<file path="config.mk">
export PLATFORM = sky130hd
export DESIGN_NAME = mr_scoreboard
export DESIGN_NICKNAME = d
export VERILOG_FILES = /design/src/rtl/mr_scoreboard.sv
export SDC_FILE = /design/constraint.sdc
export NUM_CORES = 1
export LEC_CHECK = 0
export ABC_AREA = 0
export CAP_MARGIN = 20
export CORE_ASPECT_RATIO = 1.5
export CORE_MARGIN = 8
export CORE_UTILIZATION = 61
export CTS_CLUSTER_DIAMETER = 60
export DETAILED_ROUTE_END_ITERATION = 10
export PLACE_DENSITY = 0.82
export SYNTH_ARGS = -nofsm -noshare
export SYNTH_HDL_FRONTEND = slang
export SYNTH_SLANG_ARGS = --single-unit
</file>
<file path="constraint.sdc">
create_clock -name clk -period 3.8 [get_ports clk]
set_clock_uncertainty 0.05 [all_clocks]
set_input_delay 0.38 -clock clk [delete_from_list [all_inputs] [get_ports clk]]
set_output_delay 0.38 -clock clk [all_outputs]
set_load 0.02 [all_outputs]
</file>
<file path="src/rtl/mr_scoreboard.sv">
// -----------------------------------------------------------------------------
// mr_scoreboard
//   Register scoreboard and issue controller for the mr decode stage.
//   Tracks pending writebacks per architectural register (x1..x31) and gates
//   issue from decode to the ALU stage on three hazards:
//     - RAW      : a used source register still has a pending write
//     - WAW-sat  : the destination's pending-write counter is saturated
//     - in-flight: MAX_INFLIGHT register writes are already outstanding
//   x0 is never tracked; it is neither a hazard source nor a destination.
//
// Optional feature (compile-time macro):
//   MR_SB_BYPASS_EN - when defined, a source read is not a RAW hazard if the
//   writeback port is retiring the last pending write to that same register
//   in the same cycle (decode forwards the WB value). Default: undefined.
//
// Ports:
//   clk          in   clock, all state updates on posedge
//   rst          in   synchronous reset, active-low (0 = reset)
//   id_valid     in   decode holds an instruction wanting to issue
//   id_rs1       in   source register 1 select
//   id_rs1_used  in   instruction reads rs1
//   id_rs2       in   source register 2 select
//   id_rs2_used  in   instruction reads rs2
//   id_rd        in   destination register select
//   id_rd_wr     in   instruction writes rd
//   down_ready   in   ALU stage can accept
//   id_ready     out  issue permitted this cycle (combinational, no id_valid term)
//   wb_valid     in   writeback port active
//   wb_reg       in   writeback destination register
//   sb_inflight  out  outstanding tracked writes (registered)
//   sb_err       out  sticky: writeback to a register with no pending write
// -----------------------------------------------------------------------------

`ifndef REGSEL_BITS
`define REGSEL_BITS 5
`endif

module mr_scoreboard #(
  parameter int CNT_BITS     = 2,
  parameter int MAX_INFLIGHT = 4
) (
  input  logic                              clk,
  input  logic                              rst,
  input  logic                              id_valid,
  input  logic [`REGSEL_BITS-1:0]           id_rs1,
  input  logic                              id_rs1_used,
  input  logic [`REGSEL_BITS-1:0]           id_rs2,
  input  logic                              id_rs2_used,
  input  logic [`REGSEL_BITS-1:0]           id_rd,
  input  logic                              id_rd_wr,
  input  logic                              down_ready,
  output logic                              id_ready,
  input  logic                              wb_valid,
  input  logic [`REGSEL_BITS-1:0]           wb_reg,
  output logic [$clog2(MAX_INFLIGHT+1)-1:0] sb_inflight,
  output logic                              sb_err
);

  localparam int REG_W = `REGSEL_BITS;
  localparam int NREG  = 1 << REG_W;
  localparam int INF_W = $clog2(MAX_INFLIGHT + 1);

  typedef logic [CNT_BITS-1:0] cnt_t;

  localparam cnt_t CNT_ONE = cnt_t'(1);
  localparam cnt_t CNT_SAT = '1;

  // Entry 0 exists only so register selects index the array directly;
  // it is held at zero and never incremented.
  cnt_t             pend_q [NREG];
  cnt_t             pend_d [NREG];
  logic [INF_W-1:0] inflight_q, inflight_d;
  logic             sb_err_q, sb_err_d;

  // ---------------------------------------------------------------------------
  // Hazard detection (all on pre-update state)
  // ---------------------------------------------------------------------------
  logic rd_tracked;
  logic byp_rs1, byp_rs2;
  logic raw_rs1, raw_rs2;
  logic raw, waw, full;

  assign rd_tracked = id_rd_wr && (id_rd != '0);

`ifdef MR_SB_BYPASS_EN
  // The last pending write to this source retires this cycle, so decode can
  // take the value straight off the writeback bus.
  assign byp_rs1 = wb_valid && (wb_reg == id_rs1) && (pend_q[id_rs1] == CNT_ONE);
  assign byp_rs2 = wb_valid && (wb_reg == id_rs2) && (pend_q[id_rs2] == CNT_ONE);
`else
  assign byp_rs1 = 1'b0;
  assign byp_rs2 = 1'b0;
`endif

  assign raw_rs1 = id_rs1_used && (id_rs1 != '0) && (pend_q[id_rs1] != '0) && !byp_rs1;
  assign raw_rs2 = id_rs2_used && (id_rs2 != '0) && (pend_q[id_rs2] != '0) && !byp_rs2;
  assign raw     = raw_rs1 || raw_rs2;

  // Blocking at saturation / at the in-flight limit is what keeps the
  // counters from wrapping; a same-cycle retire gives no credit here.
  assign waw  = rd_tracked && (pend_q[id_rd] == CNT_SAT);
  assign full = rd_tracked && (inflight_q == INF_W'(MAX_INFLIGHT));

  // No id_valid term: keeps the valid/ready handshake free of a comb loop.
  assign id_ready = rst && down_ready && !raw && !waw && !full;

  // ---------------------------------------------------------------------------
  // Issue / retire events
  // ---------------------------------------------------------------------------
  logic issue_wr;   // issue that allocates a tracked write
  logic retire_ok;  // writeback matching a pending write
  logic retire_bad; // writeback with nothing pending -> error

  assign issue_wr   = id_valid && id_ready && rd_tracked;
  assign retire_ok  = wb_valid && (wb_reg != '0) && (pend_q[wb_reg] != '0);
  assign retire_bad = wb_valid && (wb_reg != '0) && (pend_q[wb_reg] == '0);

  // ---------------------------------------------------------------------------
  // Next-state: net update per counter, so issue+retire on the same register
  // leaves it unchanged and issue+retire anywhere leaves inflight unchanged.
  // ---------------------------------------------------------------------------
  // NOTE: every always_comb output is given a default first so no path leaves
  // it unassigned; otherwise synthesis infers a latch.
  always_comb begin
    pend_d[0] = '0;
    for (int i = 1; i < NREG; i++) begin
      pend_d[i] = pend_q[i];
      if (issue_wr && (id_rd == REG_W'(i)) && !(retire_ok && (wb_reg == REG_W'(i))))
        pend_d[i] = pend_q[i] + CNT_ONE;
      else if (retire_ok && (wb_reg == REG_W'(i)) && !(issue_wr && (id_rd == REG_W'(i))))
        pend_d[i] = pend_q[i] - CNT_ONE;
    end
  end

  always_comb begin
    inflight_d = inflight_q;
    if (issue_wr && !retire_ok)
      inflight_d = inflight_q + INF_W'(1);
    else if (retire_ok && !issue_wr)
      inflight_d = inflight_q - INF_W'(1);
  end

  assign sb_err_d = sb_err_q || retire_bad;

  // ---------------------------------------------------------------------------
  // State registers
  // ---------------------------------------------------------------------------
  // NOTE: sequential state uses non-blocking assignments so every flop samples
  // pre-edge values regardless of statement order.
  // NOTE: the pending counters are architectural state, not data storage: a
  // reset must clear them, so the whole array is reset, not just the control.
  always_ff @(posedge clk) begin
    if (!rst) begin
      for (int i = 0; i < NREG; i++) pend_q[i] <= '0;
      inflight_q <= '0;
      sb_err_q   <= 1'b0;
    end else begin
      for (int i = 0; i < NREG; i++) pend_q[i] <= pend_d[i];
      inflight_q <= inflight_d;
      sb_err_q   <= sb_err_d;
    end
  end

  assign sb_inflight = inflight_q;
  assign sb_err      = sb_err_q;

endmodule

</file>
==> run metrics <==
most frequently used flop master after synthesis sky130_fd_sc_hd__dfxtp_1; die width 93.2 µm; clock transition at the registers of the reported paths 60 ps; leakage power 0.00251 µW; first-pass GRT wire length 29200 µm; cells traversed along the worst timing path clkdlybuf4s50_1, buf_4, mux4_2, mux2_2, o221a_2, nor2_2, buf_4, nor2_1, clkdlybuf4s50_1; number of buffers added on ports 32; unrepaired setup endpoints after global routing false; Crit path required time 3370 ps; worst endpoint data arrival time 3230 ps; fraction of layout instances using a drive strength above 1 18.3%; type of the setup path with the least slack primary input to primary output; peak per-stage delay on the critical path 550 ps; kind of launch point of the worst setup path primary input; power density of the placed cells 288 nW/µm²; syn_area_per_cell 8.21 µm²; max cap viols 0; overall power after layout 1950 µW; async set or reset register ratio after synthesis 0%; number of buffers inserted by hold repair at cts 0; sum of buffers and inverters on the critical path 4; number of primary I/O pins 33; TritonRoute pass-1 iters 5; Core Box Area 8780 µm²; core utilization of the finished layout 77.0%; register area share after synthesis 24.2%; Final Setup Violations 0; gp weighted congestion 1.03; final critical delay including setup and external delays 3660 ps; Post-Place Cells 850; highest fanout seen on the critical path 19; GRT Total Usage 30.5%; result of the run completed; post-route insts no fill 866; count of instances resized after the clock tree is built 0; worst max-slew margin expressed relative to the limit 59.2%; synthesis-to-layout area growth 24.0%; vias in the first global route 5664; total vias in the final route 5688; # clock sinks 66; timing-limited maximum frequency 273 MHz; number of buffers on the longest clock path 2; drt initial violations 568; final routed wirelength across all metal layers 18700 µm; register bit total from synthesis 66; ANT cells 0; Mapped Cells 664; hold_ws 425 ps; pin count of the biggest net entering global routing 67; setup TNS after final layout 0 ps; period utilization 96.3%; highest-count cells in the layout ignoring fill and taps 87 x sky130_fd_sc_hd__buf_4, 66 x sky130_fd_sc_hd__dfxtp_1, 48 x sky130_fd_sc_hd__or3_1, 47 x sky130_fd_sc_hd__nor2_1, 41 x sky130_fd_sc_hd__o21ai_0; antenna violations before repair 0; clock latency reported for the late side of the worst-skew pair 340 ps; leading cell type in the layout, fill and taps excluded sky130_fd_sc_hd__buf_4; detailed-route DRC error count 0; library cell used as clock root buffer sky130_fd_sc_hd__clkbuf_16; Antenna Violating Nets Remaining 0; number of enable flip-flop cells after synthesis 0; Crit-path slowest cell sky130_fd_sc_hd__clkdlybuf4s50_1; Die Ht 132 µm; effective utilization at floorplan 62.1%; wire per inst 21.6 µm; maximum VDD drop 0.318 mV; worst-margin pin slew 597 ps; total setup buffers inserted after CTS 0; final hold viol count 0; cts bufs inserted 9; max-slew violation count 0; number of H-tree levels 3; DR vias/cell 6.57; Die Footprint 12300 µm²; post-detail-place hpwl 14000 µm; number of distinct standard cells referenced by the synthesized netlist 58; capturing element type of the critical path primary output; path type of the worst min-delay path register to register; CTS tree yes; Top Family by Delay on Critical Path buffers and inverters; final layout net count 812; summed instance area of the synthesized netlist 5450 µm²; Post-Synthesis Net Count 725; number of standard-cell rows in the floorplan 42; final global-route overflow total 0; number of warning messages in the yosys log 0; Fillers 630
## per-layer routing
| metal | share of wire (%) | global-route usage (%) |
|---|---|---|
| met5 | 0 | 0 |
| met4 | 7.2 | 22.4 |
| met3 | 7.3 | 5.64 |
| met2 | 50 | 52.0 |
| met1 | 35 | 32.4 |
## stage by stage
step,worst slack (ps),instance area [µm²]
2_1_floorplan,623,5450
3_3_place_gp,-121,6420
3_5_place_dp,-147,6420
4_1_cts,93.3,6750
5_1_grt,9.80,6760
6_report,141,6760
## flip-flops by register name (all words and copies together) (netlist names)
signal       count
pend_q          62
sb_err           1
sb_inflight      3
## where the power goes
group	internal (µW)	total, µW	switching (µW)
logic	136	310	174
clock network	593	926	333
registers	701	711	10.1
## final cells by class
cell class | count | area (µm²) | area share [%]
clock buffers | 10 | 239 | 3.54
clock inverters | 6 | 90.1 | 1.33
inverters | 11 | 41.3 | 0.611
multi-input cells | 542 | 3920 | 57.9
flip-flops and latches | 66 | 1320 | 19.5
well taps | 110 | 138 | 2.04
repair buffers | 121 | 1010 | 15.0
## cells in the mapped netlist (4+ instances only)
| cell | number | area share, % |
|---|---|---|
| sky130_fd_sc_hd__a21boi_0 | 34 | 4.7 |
| sky130_fd_sc_hd__a21oi_1 | 8 | 0.73 |
| sky130_fd_sc_hd__and2_1 | 33 | 3.8 |
| sky130_fd_sc_hd__buf_2 | 9 | 0.83 |
| sky130_fd_sc_hd__clkbuf_1 | 35 | 2.4 |
| sky130_fd_sc_hd__dfxtp_1 | 66 | 24 |
| sky130_fd_sc_hd__ha_1 | 32 | 7.3 |
| sky130_fd_sc_hd__inv_1 | 11 | 0.76 |
| sky130_fd_sc_hd__mux2_2 | 4 | 0.83 |
| sky130_fd_sc_hd__mux4_2 | 16 | 6.6 |
| sky130_fd_sc_hd__nand2_1 | 33 | 2.3 |
| sky130_fd_sc_hd__nand2b_1 | 4 | 0.46 |
| sky130_fd_sc_hd__nand3_1 | 28 | 2.6 |
| sky130_fd_sc_hd__nand4_1 | 13 | 1.5 |
| sky130_fd_sc_hd__nor2_1 | 48 | 3.3 |
| sky130_fd_sc_hd__nor2b_1 | 10 | 1.1 |
| sky130_fd_sc_hd__nor3_1 | 35 | 3.2 |
| sky130_fd_sc_hd__nor3b_1 | 6 | 0.83 |
| sky130_fd_sc_hd__nor4_1 | 10 | 1.1 |
| sky130_fd_sc_hd__o2111ai_1 | 5 | 0.80 |
| sky130_fd_sc_hd__o21ai_0 | 41 | 3.8 |
| sky130_fd_sc_hd__o311ai_0 | 5 | 0.80 |
| sky130_fd_sc_hd__or2_2 | 7 | 0.80 |
| sky130_fd_sc_hd__or3_1 | 48 | 5.5 |
| sky130_fd_sc_hd__or4_1 | 12 | 1.7 |
| sky130_fd_sc_hd__xnor2_1 | 32 | 5.1 |
| sky130_fd_sc_hd__xor2_1 | 32 | 5.1 |
## worst paths after layout
check	startpoint	endpoint	slack, ps	cells past startpoint
min reg2reg	sb_err$_SDFF_PN0_	sb_err$_SDFF_PN0_	420	1
min	sb_err$_SDFF_PN0_	sb_err$_SDFF_PN0_	420	1
max	id_rs1[1]	id_ready	140	9
max reg2reg	pend_q[17][0]$_SDFFE_PN0P_	pend_q[11][1]$_SDFFE_PN0P_	370	10
## cell families (layout without fill, tap and decap cells)
family          after synthesis  after routing  share of synthesized area [%]
flops                        66             66                           24.2
xor+xnor                     64             64                           10.3
simple gates                299            299                           30.1
compound gates              124            124                           15.8
fa+ha+maj                    33             33                           7.71
buf+inv                      56            148                           4.06
mux                          22             22                           7.81
Note: power is estimated with default switching activity, not from simulation.
